==> config.mk <==
export PLATFORM = sky130hd
export DESIGN_NAME = ntsc_timing_gen_flat
export DESIGN_NICKNAME = d
export VERILOG_FILES = /design/src/rtl/ntsc_pkg.sv /design/src/rtl/ntsc_timing_gen_if.sv /design/src/rtl/ntsc_sync_shaper.sv /design/src/rtl/ntsc_timing_gen.sv /design/src/flat_wrapper.sv
export SDC_FILE = /design/constraint.sdc
export NUM_CORES = 1
export LEC_CHECK = 0
export ABC_AREA = 1
export BUFFER_PORTS_ARGS = -buffer_cell sky130_fd_sc_hd__buf_2
export CAP_MARGIN = 10
export CORE_MARGIN = 3
export CORE_UTILIZATION = 53
export DETAILED_ROUTE_END_ITERATION = 10
export GPL_ROUTABILITY_DRIVEN = 0
export GPL_TIMING_DRIVEN = 0
export PLACE_DENSITY_LB_ADDON = 0.25
export SLEW_MARGIN = 0
export SYNTH_ARGS = -nofsm -noshare
export SYNTH_HDL_FRONTEND = slang
export SYNTH_SLANG_ARGS = --single-unit
==> constraint.sdc <==
create_clock -name clk_2x -period 1.4 [get_ports clk_2x]
set_input_delay 0.07 -clock clk_2x [delete_from_list [all_inputs] [get_ports clk_2x]]
set_output_delay 0.07 -clock clk_2x [all_outputs]
set_load 0.01 [all_outputs]
==> src/rtl/ntsc_pkg.sv <==
// ntsc_pkg: shared constants and types for the NTSC timing generator.
// Holds the default line/frame timing, counter widths, the vertical
// state encoding and a small window-compare helper.
package ntsc_pkg;

    // Default timing at the 32 MHz pixel clock.
    localparam int DEF_H_TOTAL        = 2034;
    localparam int DEF_H_SYNC         = 150;
    localparam int DEF_H_BURST_START  = 170;
    localparam int DEF_H_BURST_LEN    = 80;
    localparam int DEF_H_ACTIVE_START = 320;
    localparam int DEF_H_ACTIVE_LEN   = 1600;
    localparam int DEF_V_TOTAL        = 262;
    localparam int DEF_V_ACTIVE_START = 21;
    localparam int DEF_V_ACTIVE_LEN   = 240;

    // Fixed vertical sync structure: three lines each of EQ1, VSYNC, EQ2.
    localparam int V_EQ1_LAST    = 2;
    localparam int V_VSYNC_LAST  = 5;
    localparam int V_EQ2_LAST    = 8;
    localparam int V_VBLANK_FIRST = 9;

    // Counter and coordinate widths.
    localparam int H_CNT_W = 11;
    localparam int V_CNT_W = 9;
    localparam int PX_W    = 11;
    localparam int PY_W    = 9;

    typedef enum logic [2:0] {
        EQ1    = 3'd0,
        VSYNC  = 3'd1,
        EQ2    = 3'd2,
        VBLANK = 3'd3,
        ACTIVE = 3'd4,
        POST   = 3'd5
    } vstate_e;

    // True when lo <= pos < hi.
    function automatic logic in_window(input logic [H_CNT_W-1:0] pos,
                                       input logic [H_CNT_W-1:0] lo,
                                       input logic [H_CNT_W-1:0] hi);
        return (pos >= lo) && (pos < hi);
    endfunction

endpackage

==> src/rtl/ntsc_timing_gen_if.sv <==
// ntsc_timing_gen_if: video timing bundle from the generator (master)
// to the chroma/luma stages and framebuffer fetch logic (slave).
interface ntsc_timing_gen_if;
    import ntsc_pkg::*;

    logic            sync_n;
    logic            cb_dly;
    logic            active_dly;
    logic            pixel_req;
    logic [PX_W-1:0] pixel_x;
    logic [PY_W-1:0] pixel_y;
    logic            line_start;
    logic            frame_start;

    modport master (
        output sync_n, cb_dly, active_dly, pixel_req,
        output pixel_x, pixel_y, line_start, frame_start
    );

    modport slave (
        input sync_n, cb_dly, active_dly, pixel_req,
        input pixel_x, pixel_y, line_start, frame_start
    );
endinterface

==> src/rtl/ntsc_sync_shaper.sv <==
// ntsc_sync_shaper: maps (h_cnt, vertical state) to the registered
// composite sync level. Build option NTSC_TIMING_SERRATION_EN adds
// equalizing pulses on EQ1/EQ2 lines and serrated broad pulses on VSYNC
// lines; without it EQ lines carry plain hsync and VSYNC lines a single
// broad pulse.
module ntsc_sync_shaper
    import ntsc_pkg::*;
#(
    parameter int H_TOTAL = DEF_H_TOTAL,
    parameter int H_SYNC  = DEF_H_SYNC
) (
    input  logic               clk_2x,
    input  logic               reset_n,
    input  logic [H_CNT_W-1:0] h_cnt,
    input  vstate_e            vstate,
    output logic               sync_n
);

    localparam logic [H_CNT_W-1:0] HS_END    = H_CNT_W'(H_SYNC);
    localparam logic [H_CNT_W-1:0] BROAD_END = H_CNT_W'(H_TOTAL - H_SYNC);
`ifdef NTSC_TIMING_SERRATION_EN
    localparam logic [H_CNT_W-1:0] EQ_END      = H_CNT_W'(H_SYNC / 2);
    localparam logic [H_CNT_W-1:0] HALF        = H_CNT_W'(H_TOTAL / 2);
    localparam logic [H_CNT_W-1:0] HALF_EQ_END = H_CNT_W'(H_TOTAL / 2 + H_SYNC / 2);
    localparam logic [H_CNT_W-1:0] SERR_START  = H_CNT_W'(H_TOTAL / 2 - H_SYNC);
    localparam logic [H_CNT_W-1:0] LINE_END    = H_CNT_W'(H_TOTAL);
`endif

    logic sync_low_s;
    logic sync_n_r;

    // Decide whether the line is at sync tip for this position and state.
    always_comb begin
        sync_low_s = 1'b0;
        case (vstate)
            EQ1, EQ2: begin
`ifdef NTSC_TIMING_SERRATION_EN
                sync_low_s = (h_cnt < EQ_END) || in_window(h_cnt, HALF, HALF_EQ_END);
`else
                sync_low_s = (h_cnt < HS_END);
`endif
            end
            VSYNC: begin
`ifdef NTSC_TIMING_SERRATION_EN
                sync_low_s = !(in_window(h_cnt, SERR_START, HALF) ||
                               in_window(h_cnt, BROAD_END, LINE_END));
`else
                sync_low_s = (h_cnt < BROAD_END);
`endif
            end
            default: begin
                sync_low_s = (h_cnt < HS_END);
            end
        endcase
    end

    // Register the sync level; blanking level while in reset.
    always_ff @(posedge clk_2x or negedge reset_n) begin
        if (!reset_n) begin
            sync_n_r <= 1'b1;
        end else begin
            sync_n_r <= ~sync_low_s;
        end
    end

    assign sync_n = sync_n_r;

endmodule

==> src/rtl/ntsc_timing_gen.sv <==
// ntsc_timing_gen: NTSC horizontal/vertical timing generator.
// Counts pixels and lines, runs the vertical FSM, and registers sync,
// burst window, active window and pixel coordinates. pixel_req/x/y lead
// active_dly/cb_dly by one clock so the framebuffer can fetch in between.
// Optional feature: NTSC_TIMING_SERRATION_EN (see ntsc_sync_shaper).
module ntsc_timing_gen
    import ntsc_pkg::*;
#(
    parameter int H_TOTAL        = DEF_H_TOTAL,
    parameter int H_SYNC         = DEF_H_SYNC,
    parameter int H_BURST_START  = DEF_H_BURST_START,
    parameter int H_BURST_LEN    = DEF_H_BURST_LEN,
    parameter int H_ACTIVE_START = DEF_H_ACTIVE_START,
    parameter int H_ACTIVE_LEN   = DEF_H_ACTIVE_LEN,
    parameter int V_TOTAL        = DEF_V_TOTAL,
    parameter int V_ACTIVE_START = DEF_V_ACTIVE_START,
    parameter int V_ACTIVE_LEN   = DEF_V_ACTIVE_LEN
) (
    input  logic               clk_2x,
    input  logic               reset_n,
    ntsc_timing_gen_if.master  vid
);

    generate
        if (H_ACTIVE_START + H_ACTIVE_LEN >= H_TOTAL) begin : g_bad_h_active
            $error("ntsc_timing_gen: active window must end before H_TOTAL");
        end
        if (H_BURST_START + H_BURST_LEN > H_ACTIVE_START) begin : g_bad_burst
            $error("ntsc_timing_gen: burst window overlaps active video");
        end
        if (V_ACTIVE_START + V_ACTIVE_LEN > V_TOTAL) begin : g_bad_v_active
            $error("ntsc_timing_gen: active lines exceed V_TOTAL");
        end
    endgenerate

    localparam logic [H_CNT_W-1:0] H_ZERO     = H_CNT_W'(0);
    localparam logic [H_CNT_W-1:0] H_LAST     = H_CNT_W'(H_TOTAL - 1);
    localparam logic [H_CNT_W-1:0] BURST_LO   = H_CNT_W'(H_BURST_START);
    localparam logic [H_CNT_W-1:0] BURST_HI   = H_CNT_W'(H_BURST_START + H_BURST_LEN);
    localparam logic [H_CNT_W-1:0] ACT_H_LO   = H_CNT_W'(H_ACTIVE_START);
    localparam logic [H_CNT_W-1:0] ACT_H_HI   = H_CNT_W'(H_ACTIVE_START + H_ACTIVE_LEN);
    localparam logic [V_CNT_W-1:0] V_ZERO     = V_CNT_W'(0);
    localparam logic [V_CNT_W-1:0] V_LAST     = V_CNT_W'(V_TOTAL - 1);
    localparam logic [V_CNT_W-1:0] V_EQ1_END  = V_CNT_W'(V_EQ1_LAST);
    localparam logic [V_CNT_W-1:0] V_VS_END   = V_CNT_W'(V_VSYNC_LAST);
    localparam logic [V_CNT_W-1:0] V_EQ2_END  = V_CNT_W'(V_EQ2_LAST);
    localparam logic [V_CNT_W-1:0] V_VBL_END  = V_CNT_W'(V_ACTIVE_START - 1);
    localparam logic [V_CNT_W-1:0] V_ACT_LO   = V_CNT_W'(V_ACTIVE_START);
    localparam logic [V_CNT_W-1:0] V_ACT_END  = V_CNT_W'(V_ACTIVE_START + V_ACTIVE_LEN - 1);
    // With no blanking lines between EQ2 and the picture, skip VBLANK.
    localparam vstate_e AFTER_EQ2 = (V_ACTIVE_START > V_VBLANK_FIRST) ? VBLANK : ACTIVE;

    logic [H_CNT_W-1:0] h_cnt_r;
    logic [V_CNT_W-1:0] v_cnt_r;
    vstate_e            vstate_r;
    vstate_e            vstate_nxt_s;
    logic               line_end_s;
    logic               burst_line_s;
    logic               active_line_s;
    logic               pixel_req_s;
    logic               burst_s;

    logic               pixel_req_r;
    logic [PX_W-1:0]    pixel_x_r;
    logic [PY_W-1:0]    pixel_y_r;
    logic               line_start_r;
    logic               frame_start_r;
    logic               cb_stage_r;
    logic               cb_dly_r;
    logic               active_dly_r;
    logic               sync_n_s;

    assign line_end_s = (h_cnt_r == H_LAST);

    // Pixel and line counters; line count advances on the last pixel.
    always_ff @(posedge clk_2x or negedge reset_n) begin
        if (!reset_n) begin
            h_cnt_r <= H_ZERO;
            v_cnt_r <= V_ZERO;
        end else if (line_end_s) begin
            h_cnt_r <= H_ZERO;
            v_cnt_r <= (v_cnt_r == V_LAST) ? V_ZERO : v_cnt_r + V_CNT_W'(1);
        end else begin
            h_cnt_r <= h_cnt_r + H_CNT_W'(1);
        end
    end

    // Vertical FSM state register.
    always_ff @(posedge clk_2x or negedge reset_n) begin
        if (!reset_n) begin
            vstate_r <= EQ1;
        end else begin
            vstate_r <= vstate_nxt_s;
        end
    end

    // Vertical FSM next state; transitions only at the end of a line.
    always_comb begin
        vstate_nxt_s = vstate_r;
        if (line_end_s) begin
            case (vstate_r)
                EQ1: begin
                    if (v_cnt_r == V_EQ1_END) vstate_nxt_s = VSYNC;
                    else                      vstate_nxt_s = EQ1;
                end
                VSYNC: begin
                    if (v_cnt_r == V_VS_END) vstate_nxt_s = EQ2;
                    else                     vstate_nxt_s = VSYNC;
                end
                EQ2: begin
                    if (v_cnt_r == V_EQ2_END) vstate_nxt_s = AFTER_EQ2;
                    else                      vstate_nxt_s = EQ2;
                end
                VBLANK: begin
                    if (v_cnt_r == V_VBL_END) vstate_nxt_s = ACTIVE;
                    else                      vstate_nxt_s = VBLANK;
                end
                ACTIVE: begin
                    if (v_cnt_r == V_LAST)         vstate_nxt_s = EQ1;
                    else if (v_cnt_r == V_ACT_END) vstate_nxt_s = POST;
                    else                           vstate_nxt_s = ACTIVE;
                end
                POST: begin
                    if (v_cnt_r == V_LAST) vstate_nxt_s = EQ1;
                    else                   vstate_nxt_s = POST;
                end
                default: begin
                    vstate_nxt_s = EQ1;
                end
            endcase
        end else begin
            vstate_nxt_s = vstate_r;
        end
    end

    // Vertical FSM outputs: which line types carry burst and picture.
    always_comb begin
        burst_line_s  = 1'b0;
        active_line_s = 1'b0;
        case (vstate_r)
            VBLANK, POST: begin
                burst_line_s = 1'b1;
            end
            ACTIVE: begin
                burst_line_s  = 1'b1;
                active_line_s = 1'b1;
            end
            default: begin
                burst_line_s  = 1'b0;
                active_line_s = 1'b0;
            end
        endcase
    end

    assign pixel_req_s = active_line_s && in_window(h_cnt_r, ACT_H_LO, ACT_H_HI);
    assign burst_s     = burst_line_s && in_window(h_cnt_r, BURST_LO, BURST_HI);

    // First output stage: decode of the current counter position.
    always_ff @(posedge clk_2x or negedge reset_n) begin
        if (!reset_n) begin
            pixel_req_r   <= 1'b0;
            pixel_x_r     <= PX_W'(0);
            pixel_y_r     <= PY_W'(0);
            line_start_r  <= 1'b0;
            frame_start_r <= 1'b0;
            cb_stage_r    <= 1'b0;
        end else begin
            pixel_req_r   <= pixel_req_s;
            line_start_r  <= (h_cnt_r == H_ZERO);
            frame_start_r <= (h_cnt_r == H_ZERO) && (v_cnt_r == V_ZERO);
            cb_stage_r    <= burst_s;
            // Coordinates hold outside the active window.
            if (pixel_req_s) begin
                pixel_x_r <= PX_W'(h_cnt_r - ACT_H_LO);
                pixel_y_r <= PY_W'(v_cnt_r - V_ACT_LO);
            end
        end
    end

    // Second stage: burst and active aligned with fetched pixel data.
    always_ff @(posedge clk_2x or negedge reset_n) begin
        if (!reset_n) begin
            cb_dly_r     <= 1'b0;
            active_dly_r <= 1'b0;
        end else begin
            cb_dly_r     <= cb_stage_r;
            active_dly_r <= pixel_req_r;
        end
    end

    ntsc_sync_shaper #(
        .H_TOTAL (H_TOTAL),
        .H_SYNC  (H_SYNC)
    ) u_sync_shaper (
        .clk_2x  (clk_2x),
        .reset_n (reset_n),
        .h_cnt   (h_cnt_r),
        .vstate  (vstate_r),
        .sync_n  (sync_n_s)
    );

    assign vid.sync_n      = sync_n_s;
    assign vid.cb_dly      = cb_dly_r;
    assign vid.active_dly  = active_dly_r;
    assign vid.pixel_req   = pixel_req_r;
    assign vid.pixel_x     = pixel_x_r;
    assign vid.pixel_y     = pixel_y_r;
    assign vid.line_start  = line_start_r;
    assign vid.frame_start = frame_start_r;

endmodule

==> src/flat_wrapper.sv <==
// flat-port wrapper written by rule: the top's interface ports become plain ports
module ntsc_timing_gen_flat import ntsc_pkg::*;
#(
    parameter int H_TOTAL        = DEF_H_TOTAL,
    parameter int H_SYNC         = DEF_H_SYNC,
    parameter int H_BURST_START  = DEF_H_BURST_START,
    parameter int H_BURST_LEN    = DEF_H_BURST_LEN,
    parameter int H_ACTIVE_START = DEF_H_ACTIVE_START,
    parameter int H_ACTIVE_LEN   = DEF_H_ACTIVE_LEN,
    parameter int V_TOTAL        = DEF_V_TOTAL,
    parameter int V_ACTIVE_START = DEF_V_ACTIVE_START,
    parameter int V_ACTIVE_LEN   = DEF_V_ACTIVE_LEN
)
  (clk_2x, reset_n, vid_sync_n, vid_cb_dly, vid_active_dly, vid_pixel_req, vid_pixel_x, vid_pixel_y, vid_line_start, vid_frame_start);
  ntsc_timing_gen_if vid_i ();
  input  logic clk_2x;
  input  logic reset_n;
  output wire logic [$bits(vid_i.sync_n)-1:0] vid_sync_n;
  output wire logic [$bits(vid_i.cb_dly)-1:0] vid_cb_dly;
  output wire logic [$bits(vid_i.active_dly)-1:0] vid_active_dly;
  output wire logic [$bits(vid_i.pixel_req)-1:0] vid_pixel_req;
  output wire logic [$bits(vid_i.pixel_x)-1:0] vid_pixel_x;
  output wire logic [$bits(vid_i.pixel_y)-1:0] vid_pixel_y;
  output wire logic [$bits(vid_i.line_start)-1:0] vid_line_start;
  output wire logic [$bits(vid_i.frame_start)-1:0] vid_frame_start;
  assign vid_sync_n = vid_i.sync_n;
  assign vid_cb_dly = vid_i.cb_dly;
  assign vid_active_dly = vid_i.active_dly;
  assign vid_pixel_req = vid_i.pixel_req;
  assign vid_pixel_x = vid_i.pixel_x;
  assign vid_pixel_y = vid_i.pixel_y;
  assign vid_line_start = vid_i.line_start;
  assign vid_frame_start = vid_i.frame_start;
  ntsc_timing_gen #(.H_TOTAL(H_TOTAL), .H_SYNC(H_SYNC), .H_BURST_START(H_BURST_START), .H_BURST_LEN(H_BURST_LEN), .H_ACTIVE_START(H_ACTIVE_START), .H_ACTIVE_LEN(H_ACTIVE_LEN), .V_TOTAL(V_TOTAL), .V_ACTIVE_START(V_ACTIVE_START), .V_ACTIVE_LEN(V_ACTIVE_LEN)) u_core (.clk_2x(clk_2x), .reset_n(reset_n), .vid(vid_i));
endmodule
After elaboration in Yosys (flattened, before gate mapping)
Index checks and enable logic that the tools add are counted.
{"block": "word_totals", "regBits": 50, "out_inout_bits": 26}
{"block": "op_classes", "muxes": 13, "n_reduce_logical": 9, "addsub": 4, "order_cmp": 6, "n_eq_ne": 12, "bitwise_logic": 1}
{"operator": "$lt 11x11->1 const B", "count": 2}
{"operator": "$lt 11x8->1 const B", "count": 2}
{"operator": "$eq 9x9->1 const B", "count": 2}
{"operator": "$pmux 3 s6", "count": 1}
{"operator": "$add 11x1->11 const B", "count": 1}
{"operator": "$eq 11x11->1 const B", "count": 1}
{"operator": "$ge 11x8->1 const B", "count": 1}
{"operator": "$ge 11x9->1 const B", "count": 1}
{"operator": "$logic_not 11->1", "count": 1}
{"operator": "$mux 11", "count": 1}
{"operator": "$sub 11x9->11 const B", "count": 1}
{"operator": "$add 9x1->9 const B", "count": 1}
{"operator": "$eq 9x2->1 const B", "count": 1}
{"operator": "$eq 9x3->1 const B", "count": 1}
{"operator": "$eq 9x4->1 const B", "count": 1}
{"operator": "$eq 9x5->1 const B", "count": 1}
{"operator": "$logic_not 9->1", "count": 1}
{"operator": "$mux 3", "count": 3}
{"operator": "$mux 9", "count": 1}
{"operator": "$sub 9x5->9 const B", "count": 1}
{"operator": "$eq 3x2->1 const B", "count": 2}
{"operator": "$eq 3x3->1 const B", "count": 2}
{"operator": "$mux 1", "count": 6}
{"operator": "$logic_and 1x1->1", "count": 5}
{"operator": "5 further kinds", "count": 5}

Longest topological paths before layout
{"block": "depth", "ltp_word": 4, "ltp_mapped": 11, "depth_no_buf": 11}

By module
From an unflattened synthesis, not the netlist that was laid out.
{"block": "unflattened", "cells_unflattened": 339, "hier_area_um2": 2871.5}
{"module": "ntsc_timing_gen", "n_inst": 1, "seq_area_each_um2": 1226.2, "area_per_inst_um2": 2722.6, "cells_each": 315}
{"module": "ntsc_sync_shaper", "n_inst": 1, "seq_area_each_um2": 26.3, "area_per_inst_um2": 148.9, "cells_each": 24}

Worst setup path after synthesis
No wires, ideal clock.
{"block": "synth_path", "path_kind": "register to register", "startpoint": "register u_core.h_cnt_r[7]", "endpoint": "register u_core.pixel_x_r[6], in the netlist u_core.vid.pixel_x[6]", "path_slack_ns": -0.088, "arrival_time_ns": 1.361, "required_time_ns": 1.272, "setup_time_ns": 0.128, "synth_period_minus_slack_ns": 1.488, "stages_incl_launch_ff": 10, "path_cell_list": "dfrtp_1 -> inv_1 -> ha_1 -> nand4_1 -> o21ai_1 -> nand2_1 -> buf_6 -> buf_6 -> nand2_1 -> o21ai_1"}
{"block": "synth_between", "elab_chain_cells": 3}
{"item": "start, declared", "line": "ntsc_timing_gen.sv:53", "text": "logic [H_CNT_W-1:0] h_cnt_r;"}
{"item": "start signal, assigned", "line": "ntsc_timing_gen.sv:84", "text": "h_cnt_r <= h_cnt_r + H_CNT_W'(1);"}
{"item": "$ge 11x9->1 / $lt 11x11->1 (equally long branches)", "line": "ntsc_pkg.sv:42", "text": "return (pos >= lo) && (pos < hi);"}
{"item": "$logic_and 1x1->1 *", "line": "ntsc_pkg.sv:42"}
{"item": "$logic_and 1x1->1 *", "line": "ntsc_timing_gen.sv:155", "text": "assign pixel_req_s = active_line_s && in_window(h_cnt_r, ACT_H_LO, ACT_H_HI);"}
{"item": "end signal, assigned", "line": "ntsc_timing_gen.sv:174", "text": "pixel_x_r <= PX_W'(h_cnt_r - ACT_H_LO);"}
{"item": "end, declared", "line": "ntsc_timing_gen.sv:64", "text": "logic [PX_W-1:0] pixel_x_r;"}
Every way passes the cells marked *; elsewhere a longest branch is shown, timed or not.
A chain may end at the register's enable or synchronous reset.

Worst setup path in the final report
{"block": "layout_path", "startpoint": "register u_core.h_cnt_r[2]", "endpoint": "register u_core.pixel_x_r[7], in the netlist u_core.vid.pixel_x[7]"}
{"block": "layout_between", "elab_chain_cells": 3}
{"item": "$ge 11x9->1 / $lt 11x11->1 (equally long branches)", "line": "ntsc_pkg.sv:42"}
{"item": "$logic_and 1x1->1", "line": "ntsc_pkg.sv:42"}
{"item": "$logic_and 1x1->1", "line": "ntsc_timing_gen.sv:155"}
Several ways; a longest one is shown, not always the timed one.

==> impl_metrics.json <==
{
  "drc": 0,
  "cts.path.max_buffers": 2,
  "synth.area.mux_share_pct": 0,
  "grt_usage_pct": 22.8,
  "end_kind": "flop",
  "period_share_pct": 113,
  "p_per_area_nw_per_um2": 693,
  "required_ps": 1600,
  "dp_hpwl_mm": 4.06,
  "power_switching_mw": 0.528,
  "synth_nets": 341,
  "fmax_mhz": 633,
  "p_seq_share_pct": 57.6,
  "synth_compound_area_share_pct": 9.94,
  "die_h_um": 76.6,
  "dr.pass1.iters": 7,
  "cap_violations": 0,
  "cts_sinks": 50,
  "clk_pin_slew_worst_paths_ps": 100,
  "yosys_warnings": 0,
  "startpoint_type": "flop",
  "start_util_pct": 55.2,
  "comb_power_share_pct": 1.1,
  "synth-edff-count": 0,
  "antenna_found_initial": 0,
  "grt_pass1_wl_mm": 10.8,
  "synthMostInstantiatedCell": "nand2_1",
  "routed_wl_mm": 7.35,
  "die_w_um": 76.6,
  "synth.top_cell.area_share_pct": 46.4,
  "grt_pass1_vias": 2279,
  "area_delta_synth_final_pct": 36.8,
  "rsz0062_at_grt": "yes",
  "slew_headroom_pct": 27.9,
  "crit_type": "reg2reg",
  "synth_area_leaders": "dfrtp_1, nand2_1, inv_1",
  "cts_root_buf": "clkbuf_8",
  "synth_cell_type_count": 28,
  "core_um2": 4790,
  "cp.arrival_ps": 1780,
  "hold_viol": 49,
  "rows": 25,
  "grt_max_degree": 51,
  "slew_violations": 0,
  "io_pins": 28,
  "h-tree-depth": 2,
  "violations": "negative hold slack, negative setup slack",
  "netlist_top_cells_count": "nand2_1, dfrtp_1, inv_1",
  "critPathBufInv": 2,
  "synthFlopType": "dfrtp_1",
  "ctsHoldBuffers": 0,
  "skew_ps": 15.9,
  "hp-class": "in2async",
  "pre_cts_slack_ps": -291,
  "cpLargestDelayFamily": "flip-flops",
  "synthSimpleGateAreaFrac_pct": 25.5,
  "drive_above_1_share_pct": 42.0,
  "placed_area_um2": 2880,
  "finalSetupViolCount": 40,
  "setup_ws_ps": -181,
  "fillers": 303,
  "antenna_cells": 0,
  "ys_seq_elements": 50,
  "fin_cells": 462,
  "synthesis.area_um2": 2640,
  "postLayoutCellArea_um2": 3620,
  "insertion_delay_ps": 310,
  "die_area_um2": 5870,
  "synthAdderAreaFrac_pct": 5.21,
  "synth_xor_area_share_pct": 4.31,
  "async_reset_ff_share_pct": 100,
  "post-route-util_pct": 75.6,
  "vias": 2622,
  "worstMarginPinSlew_ps": 1080,
  "drtAntennaViolNets": 0,
  "finalCriticalPeriod_ps": 1580,
  "portBuffers": 27,
  "post-place-cells": 422,
  "pwr-share-clk_pct": 41.3,
  "synth_top_family_by_area": "simple AND/OR/NAND/NOR gates",
  "cp_slowest_cell": "dfrtp_2",
  "leakage_nw": 1.83,
  "grt_overflow_total": 0,
  "vdd.ir_drop.worst_uv": 657,
  "routed_via_density": 5.68,
  "seq_area_frac_synth_pct": 47.4,
  "cts_buffers": 5,
  "timing.setup.tns_ps": -3810,
  "swShare_pct": 21.1,
  "status": "finished with violations",
  "cts_tree": "done",
  "whs_ps": -41.0,
  "crit_chain": "nor2_2, nand4_1, o21ai_1, nand2_1, buf_6, clkbuf_16, nand2_1, o21ai_1",
  "max_stage_delay_ps": 490,
  "first_iter_violations": 281,
  "cp_max_fo": 8,
  "power.internal_mw": 1.98,
  "nNetsFinal": 407,
  "synth_top_area_cell": "dfrtp_1",
  "wl_per_cell_um": 15.9,
  "synthCells": 328,
  "synth_area_per_cell_um2": 8.06
}
## registers in the layout, summed over array words and instances (netlist names)
register / cells
u_core.cb_stage_r: 1
u_core.h_cnt_r: 11
u_core.u_sync_shaper.sync_n: 1
u_core.v_cnt_r: 9
u_core.vid.active_dly: 1
u_core.vid.cb_dly: 1
u_core.vid.frame_start: 1
u_core.vid.line_start: 1
u_core.vid.pixel_req: 1
u_core.vid.pixel_x: 11
u_core.vid.pixel_y: 9
u_core.vstate_r: 3
## through the flow
step                      hold WS (ps)  power [mW]
after CTS                         2.64        2.52
final                            -41.0        2.51
after detailed placement           329        1.50
after global routing              48.7        2.57
after global placement             325        1.50
after floorplan                   -226        1.47
## cells by family after synthesis
logic type,Yosys count
flops,50
xor+xnor,13
buf+inv,48
fa+ha+maj,11
compound gates,49
simple gates,157
## layer usage
metal  share of wire, %  global-route usage (%)  vias to the layer above
met5                  0                       0                        -
met4                3.7                    7.79                        0
met3                7.7                    4.61                       40
met2                 46                    37.4                      158
met1                 42                    30.2                     1231
li1                   -                       -                     1193
## placed cells by master, fill, tap and decap left out, types with 9 or more instances in the layout
| cell | instances |
|---|---|
| nand2_1 | 53 |
| dfrtp_1 | 39 |
| buf_2 | 30 |
| inv_1 | 26 |
| buf_4 | 26 |
| nor2_1 | 22 |
| nand2_2 | 20 |
| o21ai_1 | 16 |
| xor2_1 | 13 |
| o21ai_0 | 12 |
| nand3_1 | 11 |
| dfrtp_2 | 10 |
| inv_2 | 9 |
| nor2_2 | 9 |
| a21oi_1 | 9 |
| nor3_1 | 9 |
## final timing paths
check | start | endpoint | slack, ps | cells after the start
worst max-delay path | u_core.h_cnt_r[2] | u_core.vid.pixel_x[7] | -180 | 8
worst min-delay path | reset_n | u_core.vid.pixel_x[1] | -40 | 1
worst max register to register | u_core.h_cnt_r[2] | u_core.vid.pixel_x[7] | -180 | 8
worst min register to register | u_core.cb_stage_r | u_core.vid.cb_dly | 370 | 0
max in group asynchronous | reset_n | u_core.h_cnt_r[4] | 700 | 1
min in group clk_2x | u_core.cb_stage_r | u_core.vid.cb_dly | 370 | 0
## cell type report
type / instances / area, µm² / area share (%)
plain buffers: 7 / 60.1 / 1.66
clock buffers: 6 / 72.6 / 2.01
clock inverters: 2 / 37.5 / 1.04
inverters: 40 / 160 / 4.43
multi-input cells: 230 / 1500 / 41.5
flip-flops and latches: 50 / 1260 / 35.0
well taps: 67 / 83.8 / 2.32
repair buffers: 60 / 435 / 12.0
## repair_timing
action                                  in CTS  in global routing
pin swaps                                    6                 14
endpoints found under the setup margin      42                 45
cloned                                       0                  1
resized for setup                           44                 79
buffers inserted                            17                 15
endpoints found under the hold margin        0                  0
## power by group through the flow
stage	logic [mW]	registers, mW	clock network, mW
6_report	0.0273	1.44	1.04
5_1_grt	0.0331	1.44	1.10
4_1_cts	0.0296	1.44	1.04
3_5_place_dp	0.0296	1.47	0
3_3_place_gp	0.0293	1.47	0
2_1_floorplan	0.000000681	1.47	0
Note: power is estimated with default switching activity, not from simulation.
